`src/rtl/cvxif_sched_pkg.sv`:
```
// Shared types for the CV-X-IF instruction scheduler.
//   entry_state_e : lifecycle of one instruction-buffer slot
//   sched_state_e : dispatch FSM states
//   entry_t       : buffer slot layout at the default geometry (ID 4 b, OP 96 b)
package cvxif_sched_pkg;

  localparam int unsigned SCHED_ID_W = 4;
  localparam int unsigned SCHED_OP_W = 96;

  typedef enum logic [1:0] {
    ENTRY_EMPTY     = 2'd0,
    ENTRY_ISSUED    = 2'd1,
    ENTRY_COMMITTED = 2'd2,
    ENTRY_KILLED    = 2'd3
  } entry_state_e;

  typedef enum logic [1:0] {
    SCHED_IDLE     = 2'd0,
    SCHED_DISPATCH = 2'd1,
    SCHED_WAIT     = 2'd2,
    SCHED_RESP     = 2'd3
  } sched_state_e;

  typedef struct packed {
    logic [SCHED_ID_W-1:0] id;
    logic [SCHED_OP_W-1:0] op;
    entry_state_e          state;
  } entry_t;

endpackage

```
`src/rtl/cvxif_sched_watchdog.sv`:
```
// EXU watchdog for the CV-X-IF scheduler.
//   clk_i, rst_ni : clock, asynchronous active-low reset
//   start_i       : clears the counter (dispatch handshake, i.e. WAIT entry)
//   run_i         : high while the scheduler sits in WAIT; counts one per cycle
//   expired_o     : high in the TIMEOUT-th WAIT cycle
// Only instantiated when CVXIF_SCHED_TIMEOUT_EN is defined.
module cvxif_sched_watchdog #(
  parameter int unsigned TIMEOUT = 256
) (
  input  logic clk_i,
  input  logic rst_ni,
  input  logic start_i,
  input  logic run_i,
  output logic expired_o
);

  localparam int unsigned CW = $clog2(TIMEOUT + 1);

  logic [CW-1:0] cnt_q;

  always_ff @(posedge clk_i or negedge rst_ni) begin
    if (!rst_ni) begin
      cnt_q <= '0;
    end else if (start_i) begin
      cnt_q <= '0;
    end else if (run_i) begin
      cnt_q <= cnt_q + CW'(1);
    end
  end

  // The counter holds the number of WAIT cycles already completed, so
  // TIMEOUT-1 marks the last permitted cycle.
  assign expired_o = run_i && (cnt_q == CW'(TIMEOUT - 1));

endmodule

```
`src/rtl/cvxif_instr_scheduler.sv`:
```
// In-order scheduler between the CV-X-IF issue/commit/result interfaces and a
// single shared coprocessor exec unit (EXU).
//   issue_*  : offload requests; pushed when valid & accept & ready
//   commit_* : commit (kill=0) or kill (kill=1) of a buffered id
//   exu_*    : one-at-a-time dispatch, EXU done is a 1-cycle pulse
//   result_* : results in program order with ready/valid backpressure
// Optional feature macro: CVXIF_SCHED_TIMEOUT_EN enables an EXU watchdog that
// ends WAIT after TIMEOUT cycles with result_exc_o=1 and zero data.
module cvxif_instr_scheduler
  import cvxif_sched_pkg::*;
#(
  parameter int unsigned DEPTH   = 4,
  parameter int unsigned ID_W    = 4,
  parameter int unsigned OP_W    = 96,
  parameter int unsigned RES_W   = 32,
  parameter int unsigned TIMEOUT = 256
) (
  input  logic             clk_i,
  input  logic             rst_ni,
  input  logic             issue_valid_i,
  input  logic             issue_accept_i,
  output logic             issue_ready_o,
  input  logic [ID_W-1:0]  issue_id_i,
  input  logic [OP_W-1:0]  issue_op_i,
  input  logic             commit_valid_i,
  input  logic [ID_W-1:0]  commit_id_i,
  input  logic             commit_kill_i,
  output logic             exu_valid_o,
  input  logic             exu_ready_i,
  output logic [OP_W-1:0]  exu_op_o,
  input  logic             exu_done_i,
  input  logic [RES_W-1:0] exu_data_i,
  output logic             result_valid_o,
  input  logic             result_ready_i,
  output logic [ID_W-1:0]  result_id_o,
  output logic [RES_W-1:0] result_data_o,
  output logic             result_exc_o
);

  localparam int unsigned PTR_W = $clog2(DEPTH);
  localparam int unsigned CNT_W = $clog2(DEPTH + 1);

  typedef logic [PTR_W-1:0] ptr_t;
  typedef logic [CNT_W-1:0] cnt_t;

  typedef struct packed {
    logic [ID_W-1:0] id;
    logic [OP_W-1:0] op;
    entry_state_e    state;
  } slot_t;

  slot_t            table_q [DEPTH];
  ptr_t             head_q;
  ptr_t             tail_q;
  cnt_t             count_q;
  sched_state_e     state_q;
  sched_state_e     state_d;
  logic [RES_W-1:0] res_data_q;

  logic         push;
  logic         pop;
  logic         timeout;
  logic         commit_hit;
  ptr_t         commit_idx;
  ptr_t         scan_idx;
  logic         commit_to_new;
  entry_state_e commit_state;

  assign issue_ready_o = (count_q != cnt_t'(DEPTH));
  assign push          = issue_valid_i && issue_ready_o && issue_accept_i;
  assign commit_state  = commit_kill_i ? ENTRY_KILLED : ENTRY_COMMITTED;

  // Oldest-first search so a reused id resolves to the earliest ISSUED entry.
  always_comb begin
    commit_hit = 1'b0;
    commit_idx = '0;
    scan_idx   = '0;
    for (int unsigned i = 0; i < DEPTH; i++) begin
      scan_idx = head_q + ptr_t'(i);
      if (!commit_hit && (cnt_t'(i) < count_q) &&
          (table_q[scan_idx].state == ENTRY_ISSUED) &&
          (table_q[scan_idx].id == commit_id_i)) begin
        commit_hit = 1'b1;
        commit_idx = scan_idx;
      end
    end
  end

  // A commit that matches nothing already buffered may target the entry being
  // pushed in the same cycle.
  assign commit_to_new = commit_valid_i && push && !commit_hit &&
                         (commit_id_i == issue_id_i);

  assign pop = ((state_q == SCHED_IDLE) && (table_q[head_q].state == ENTRY_KILLED)) ||
               ((state_q == SCHED_RESP) && result_ready_i);

  always_ff @(posedge clk_i or negedge rst_ni) begin
    if (!rst_ni) begin
      for (int unsigned i = 0; i < DEPTH; i++) begin
        table_q[i] <= '0;
      end
      head_q  <= '0;
      tail_q  <= '0;
      count_q <= '0;
    end else begin
      // Commit, push and pop always touch distinct slots: commit needs ISSUED,
      // push needs an EMPTY tail, pop needs a COMMITTED/KILLED head.
      if (commit_valid_i && commit_hit) begin
        table_q[commit_idx].state <= commit_state;
      end
      if (push) begin
        table_q[tail_q].id    <= issue_id_i;
        table_q[tail_q].op    <= issue_op_i;
        table_q[tail_q].state <= commit_to_new ? commit_state : ENTRY_ISSUED;
        tail_q                <= tail_q + ptr_t'(1);
      end
      if (pop) begin
        table_q[head_q].state <= ENTRY_EMPTY;
        head_q                <= head_q + ptr_t'(1);
      end
      if (push && !pop) begin
        count_q <= count_q + cnt_t'(1);
      end else if (!push && pop) begin
        count_q <= count_q - cnt_t'(1);
      end
    end
  end

  always_comb begin
    state_d = state_q;
    unique case (state_q)
      SCHED_IDLE:     if (table_q[head_q].state == ENTRY_COMMITTED) state_d = SCHED_DISPATCH;
      SCHED_DISPATCH: if (exu_ready_i) state_d = SCHED_WAIT;
      SCHED_WAIT:     if (exu_done_i || timeout) state_d = SCHED_RESP;
      SCHED_RESP:     if (result_ready_i) state_d = SCHED_IDLE;
      default:        state_d = SCHED_IDLE;
    endcase
  end

  always_ff @(posedge clk_i or negedge rst_ni) begin
    if (!rst_ni) begin
      state_q    <= SCHED_IDLE;
      res_data_q <= '0;
    end else begin
      state_q <= state_d;
      if (state_q == SCHED_WAIT) begin
        if (exu_done_i) begin
          res_data_q <= exu_data_i;
        end else if (timeout) begin
          res_data_q <= '0;
        end
      end
    end
  end

`ifdef CVXIF_SCHED_TIMEOUT_EN
  logic res_exc_q;

  cvxif_sched_watchdog #(
    .TIMEOUT (TIMEOUT)
  ) u_watchdog (
    .clk_i     (clk_i),
    .rst_ni    (rst_ni),
    .start_i   ((state_q == SCHED_DISPATCH) && exu_ready_i),
    .run_i     (state_q == SCHED_WAIT),
    .expired_o (timeout)
  );

  // A done pulse arriving in the expiry cycle still wins and reports data.
  always_ff @(posedge clk_i or negedge rst_ni) begin
    if (!rst_ni) begin
      res_exc_q <= 1'b0;
    end else if (state_q == SCHED_WAIT) begin
      if (exu_done_i) begin
        res_exc_q <= 1'b0;
      end else if (timeout) begin
        res_exc_q <= 1'b1;
      end
    end
  end

  assign result_exc_o = result_valid_o && res_exc_q;
`else
  assign timeout      = 1'b0;
  assign result_exc_o = 1'b0;

  if (TIMEOUT == 0) begin : g_no_watchdog
  end
`endif

  assign exu_valid_o    = (state_q == SCHED_DISPATCH);
  assign exu_op_o       = exu_valid_o ? table_q[head_q].op : '0;
  assign result_valid_o = (state_q == SCHED_RESP);
  assign result_id_o    = result_valid_o ? table_q[head_q].id : '0;
  assign result_data_o  = result_valid_o ? res_data_q : '0;

endmodule

```
`config.mk`:
```
export PLATFORM = sky130hd
export DESIGN_NAME = cvxif_instr_scheduler
export DESIGN_NICKNAME = d
export VERILOG_FILES = /design/src/rtl/cvxif_sched_pkg.sv /design/src/rtl/cvxif_sched_watchdog.sv /design/src/rtl/cvxif_instr_scheduler.sv
export SDC_FILE = /design/constraint.sdc
export NUM_CORES = 1
export LEC_CHECK = 0
export BUFFER_PORTS_ARGS = -buffer_cell sky130_fd_sc_hd__buf_2
export CAP_MARGIN = 10
export CORE_AREA = 2 2 136 270
export DETAILED_ROUTE_END_ITERATION = 10
export DIE_AREA = 0 0 138 272
export PLACE_DENSITY_LB_ADDON = 0.05
export SLEW_MARGIN = 15
export SYNTH_ARGS = -nofsm -noshare
export SYNTH_HDL_FRONTEND = slang
export SYNTH_HIERARCHICAL = 1
export SYNTH_SLANG_ARGS = --single-unit
```
`constraint.sdc`:
```
create_clock -name clk_i -period 10.98 [get_ports clk_i]
set_input_delay 1.098 -clock clk_i [delete_from_list [all_inputs] [get_ports clk_i]]
set_output_delay 1.098 -clock clk_i [all_outputs]
set_load 0.03 [all_outputs]
```
* After elaboration in Yosys (flattened, before gate mapping)
Index checks and enable logic that the tools add are counted.
** Storage, ports and cells
- Flip-flop bits (word level) :: 449
- Bits in latches :: 0
- Bits in writable memories :: 0
- Memory bits (read-only) :: 0
- Bits of input ports :: 145
- Word-level logic and storage cells :: 146
- Memories :: 0
** Cells by class
- Add/subtract/negate cells :: 6
- Multiply operators :: 0
- Div/mod/pow operators :: 0
- Order comparisons :: 13
- Equal/unequal tests :: 19
- Shifts and indexed selects :: 0
- Multiplexer cells :: 50
- Bitwise logic cells :: 6
- Reductions and logical operators :: 35
** Operators with widths (count)
- $bwmux W408 :: 5
- $mux W408 :: 3
- $demux W102 S2 :: 5
- $mux W102 :: 9
- $bmux W102 S2 :: 4
- $mux W98 :: 1
- $mux W96 :: 1
- $mux W32 :: 1
- $logic_and A1 B1 Y1 :: 24
- $mux W2 :: 12
- $eq A4 B4 Y1 :: 5
- $ge A3 B3 Y1 const B :: 6
- $not A2 Y3 :: 6
- $eq A2 B1 Y1 const B :: 5
- $lt A3 B1 Y1 const B :: 3
- $eq A2 B2 Y1 const B :: 4
- $pmux W2 S4 :: 1
- $logic_not A1 Y1 :: 6
- $lt A1 B3 Y1 const A :: 2
- $lt A2 B3 Y1 const A :: 2
- $mux W3 :: 2
- $ne A2 B1 Y1 const B :: 3
- $mux W1 :: 5
- $add A2 B1 Y2 const B :: 2
- 11 further kinds :: 12

* Depth between registers and ports, before layout
- Word-level depth :: 36
- Depth in mapped cells :: 14
- Depth with buffers taken out :: 10

* Worst setup path before layout
No wires, ideal clock.
- Kind :: reg2reg
- Start point :: reg head_q[1]
- End point :: reg table_q[204] (netlist name)
- Library setup time :: 122 ps
- Arrival time :: 3660 ps
- Data required time :: 10858 ps
- Setup slack :: 7199 ps
- Cell stages (with the launch flop) :: 15
- Path through :: dfrtp_1 buf_6 clkbuf_1 inv_1 ha_1 clkbuf_1 mux4_2 xnor2_1 nand4_1 or2_1 o2111a_1 or4_1 buf_2 or3b_1 a32o_1
** On the way
- Longest elaborated chain between the ends :: 36
- Elaborated cells between the ends (all ways) :: 76
- Those cells by class :: 3 x add/sub; 4 x order compare; 9 x eq/ne; 33 x mux; 5 x bitwise; 22 x reduce/logical
** RTL lines
- start, declared :: line cvxif_instr_scheduler.sv:53 : ptr_t head_q;
- start signal, assigned :: line cvxif_instr_scheduler.sv:119 : head_q <= head_q + ptr_t'(1);
- $not A2 Y3 (implied by the code)
- $bmux W102 S2 :: line cvxif_instr_scheduler.sv:81, cvxif_instr_scheduler.sv:82, cvxif_instr_scheduler.sv:94
- $mux W102 (implied by the code) :: line cvxif_instr_scheduler.sv:81, cvxif_instr_scheduler.sv:94
- $mux W102
- $eq A2 B1 Y1 :: line cvxif_instr_scheduler.sv:81 : (table_q[scan_idx].state == ENTRY_ISSUED) &&
- $logic_and A1 B1 Y1 :: line cvxif_instr_scheduler.sv:80 : if (!commit_hit && (cnt_t'(i) < count_q) &&
- $logic_and A1 B1 Y1 :: line cvxif_instr_scheduler.sv:81
- $mux W1 :: line cvxif_instr_scheduler.sv:80
- [20 not listed]
- $bwmux W408 :: line cvxif_instr_scheduler.sv:109 : table_q[commit_idx].state <= commit_state;
- $mux W408 :: line cvxif_instr_scheduler.sv:108 : if (commit_valid_i && commit_hit) begin
- $bwmux W408 :: line cvxif_instr_scheduler.sv:112 : table_q[tail_q].id <= issue_id_i;
- $bwmux W408 :: line cvxif_instr_scheduler.sv:113 : table_q[tail_q].op <= issue_op_i;
- $bwmux W408 :: line cvxif_instr_scheduler.sv:114 : table_q[tail_q].state <= commit_to_new ? commit_state : ENTRY_ISSUED;
- $mux W408 :: line cvxif_instr_scheduler.sv:111 : if (push) begin
- $bwmux W408 :: line cvxif_instr_scheduler.sv:118 : table_q[head_q].state <= ENTRY_EMPTY;
- $mux W408 * :: line cvxif_instr_scheduler.sv:117 : if (pop) begin
- end, declared :: line cvxif_instr_scheduler.sv:52 : slot_t table_q [DEPTH];
Mark *: on every way between the ends. The rest lies on a longest branch, timed or not. The select of a mux whose other input is x is not followed.
A chain may end at the register's enable or synchronous reset.

* Worst setup path after layout
- Start point :: reg head_q[1]
- End point :: reg table_q[306] (netlist name)
The elaborated chain is that of the path after synthesis.

==> results list <==
* Max-Cap Viols: 0
- Together, buffers and inverters on the worst path number 1.
* Setup fix buffers added after clock tree synthesis: 0
* Number of buffers added on ports: 279
- Post-detailed-route wirelength per cell: 21.6 µm
- Ordered list of cells on the worst path: buf_4 > mux4_2 > xnor2_1 > nand3_1 > nor4_1 > nor4b_1 > or4_1 > or3b_1 > a32o_1
* CTS tree: done
- Clock tree synthesis found a total of 449 sinks.
* Estimated wirelength of the detail-placed design: 30.9 mm
* Tightest Pin Transition: around 1000 ps
- Clock input transition at the sequential cells of the worst setup and hold paths: 60 ps
- Die X: 138 µm
- First-pass GRT wire length: 80.1 mm
* Sum of routed wire length over all layers: 49.6 mm
- No sink is reached through more buffers than the 3 on the longest clock path.
* Filler-free cell count of the finished design: 2298
- Ys flop type: dfrtp_1
- DRC marker count from the first detailed-route iteration: 660
- The flow ran to the end, and the final reports show no timing, DRC or antenna violations.
- For this run, the total global-route usage over all layers was measured as 0.267.
- The largest single stage delay on the critical path is 1000 ps.
- Via-to-Cell Ratio: ~5.8
* Period utilization: 0.438
- Upper clock frequency limit: between 0.2 and 0.25 GHz
- Inserted Clock Buffers: 41
* ANT nets after route: 0
- Tightest slew margin relative to the limit: 0.312
- Yosys mapped a number of flops with a built-in enable equal to 0.
- After clock tree synthesis, the flow added hold-fix buffers numbering 0.
- Data arrives at the worst endpoint at between 5000 and 6000 ps.
- In this run the number of H-tree levels came out at 2.
- Counting flops with an async set or reset pin after synthesis yields a share of 1.00.
- Including well taps, the total number of placed cells is 2218.
* Type of destination of the critical path: flip-flop
- Synthesis handed over a netlist of 1585 instances.
- By count the netlist is led by 449 x dfrtp_1, 321 x mux2_2, 316 x nand2_1.
- Required time of the worst setup path: between 10000 and 15000 ps
* Total number of placement rows: 98
* Standard cell core area: 35600 µm²
- Register area share after synthesis: 0.533
- The most common cell in the synthesized netlist is dfrtp_1.
- Startpoint class of the critical path: flip-flop
- # resized after CTS: 0
- Starting utilization of the core area: 0.592
- Detailed Routing Iterations Pass 1: 5
* Worst clock skew: 18.4 ps
- Setup repair after global routing missed its margin: no
- Clock root buffer: clkbuf_16
* Average cell area after synthesis: 13.3 µm²
- Worst setup path category: flip-flop to flip-flop
- Largest fanout on the critical path: 56
* Count of yosys warnings during synthesis: 6
- Fin. max-slew vios: 0
- Fill cells in the final layout number approximately 2700.
- Setup violations remaining at the end of the flow were counted as 0.
* Share of layout cells above drive strength 1: 0.437
* DRC violations left: 0
- The area growth from synthesis to layout is 14.4%.
- Pin placement for this block handled 281 I/O pins.
- Synth top area cells: dfrtp_1 53%, mux2_2 17%, mux4_2 12%
- Vertical extent of the die: roughly 270 µm
- Cell type with the largest total area after synthesis: dfrtp_1
* Cell family with the largest share of critical-path delay: simple AND/OR/NAND/NOR gates
- The clock reaches the later pin of the worst-skew pair after 550 ps.
* Initial antenna violation count: 8
- Worst Hold Class: flip-flop to flip-flop
* Total number of vias: 13400
- Maximum ir drop on the vdd rail: 0.000248 V
- Number of hold-slack violations in the final timing report: 0
* GP Congestion: 0.884
- Summing every instance area after synthesis gives 21100 µm².
- The number of global-route vias before repair came to 14800.
- Critical path's slowest cell: dfrtp_4
* Final-layout setup total negative slack: 0 ps
* Final net count: 1974
- Overflow left after global routing: 0
* Minimum clock period after layout: 4810 ps
* Share of the synthesized area in the top cell type: 0.533
* Net count after synthesis: 1748
- Min Hold Slack: 467 ps
* Synth cell types: 52
- The die covers 37500 µm².
- Entering global routing, the biggest net connects 163 pins.
- The synthesized design contains 449 register bits.
* Power density of the placed cells: 315 nW/µm²
- The analysis attributes to cell leakage a power of 11.2 nW.
## final cells by class
| type | instances | area (µm²) | share of cell area |
|---|---|---|---|
| sequential | 449 | 11200 | 0.467 |
| multi-input combinational | 1013 | 9350 | 0.388 |
| timing repair buffer | 293 | 1520 | 0.0633 |
| clock buffer | 64 | 1260 | 0.0525 |
| tap | 450 | 563 | 0.0234 |
| clock inverter | 9 | 80.1 | 0.00332 |
| inverter | 13 | 48.8 | 0.00203 |
| antenna | 7 | 17.5 | 0.000727 |
## cell families after synthesis
kind of cell    after synthesis  share of synthesized area
simple gates                489                      0.109
xor+xnor                     25                     0.0104
mux                         449                      0.301
compound gates               31                     0.0115
fa+ha+maj                    18                     0.0107
flops                       449                      0.533
buf+inv                     123                     0.0238
other cells                   1                   0.000178
## tightest hold or removal path, stage by stage (launching register included)
cell,delay (ps)
dfrtp_1,330
nand2_1,50
nand2_1,50
## final timing paths
check / end / slack (ps) / cells past startpoint / start
setup reg to reg: table_q[306]$_DFF_PN0_ / 6170 / 9 / head_q[1]$_DFFE_PN0N_
setup / recovery: table_q[306]$_DFF_PN0_ / 6170 / 9 / head_q[1]$_DFFE_PN0N_
hold reg to reg: flip-flop / 470 / 2 / flip-flop
hold / removal: flip-flop / 470 / 2 / flip-flop
max in group asynchronous: async pin / 8330 / 3 / rst_ni
min in group asynchronous: res_data_q[2]$_DFFE_PN0P_ / 580 / 1 / rst_ni
## where the power goes
part | switching, W | leakage [nW] | internal, W
sequential | 0.000551 | 5.45 | 0.00249
clock | 0.000615 | 0.664 | 0.000817
combinational | 0.00148 | 5.06 | 0.00163
total | 0.00265 | 11.2 | 0.00494
## placed cells by master (no fill, tap or decap), types with 4 or more instances in the layout
master,synthesis,routed
and2_4,0,4
diode_2,0,7
inv_1,11,11
and2_1,136,132
clkinv_2,0,5
xnor2_1,18,18
buf_4,1,13
nand2_1,316,315
a32o_1,5,5
nand2b_1,5,5
clkbuf_8,0,11
o21ai_0,6,6
clkbuf_16,0,43
ha_1,18,17
mux2_1,11,11
xor2_1,7,7
clkbuf_1,56,10
dfrtp_1,449,447
mux2_2,321,321
buf_2,3,278
mux4_2,115,115
## metal layers
layer	global-route usage	part of all wire	vias up
li1	-	-	5952
met1	0.319	0.38	6974
met2	0.481	0.53	380
met3	0.0483	0.051	92
met4	0.106	0.039	2
met5	0	0.00014	-
## through the flow
step                 util  cell area (µm²)  worst slack [ps]  power (W)
detailed placement  0.639            22700              6190    0.00622
finish              0.677            24100              6170    0.00759
floorplan               -            21100              7200    0.00537
global placement    0.639            22700              6240    0.00608
CTS                 0.677            24100              6130    0.00767
global route        0.677            24100              5830    0.00805
(Power assumes the default switching activity.)
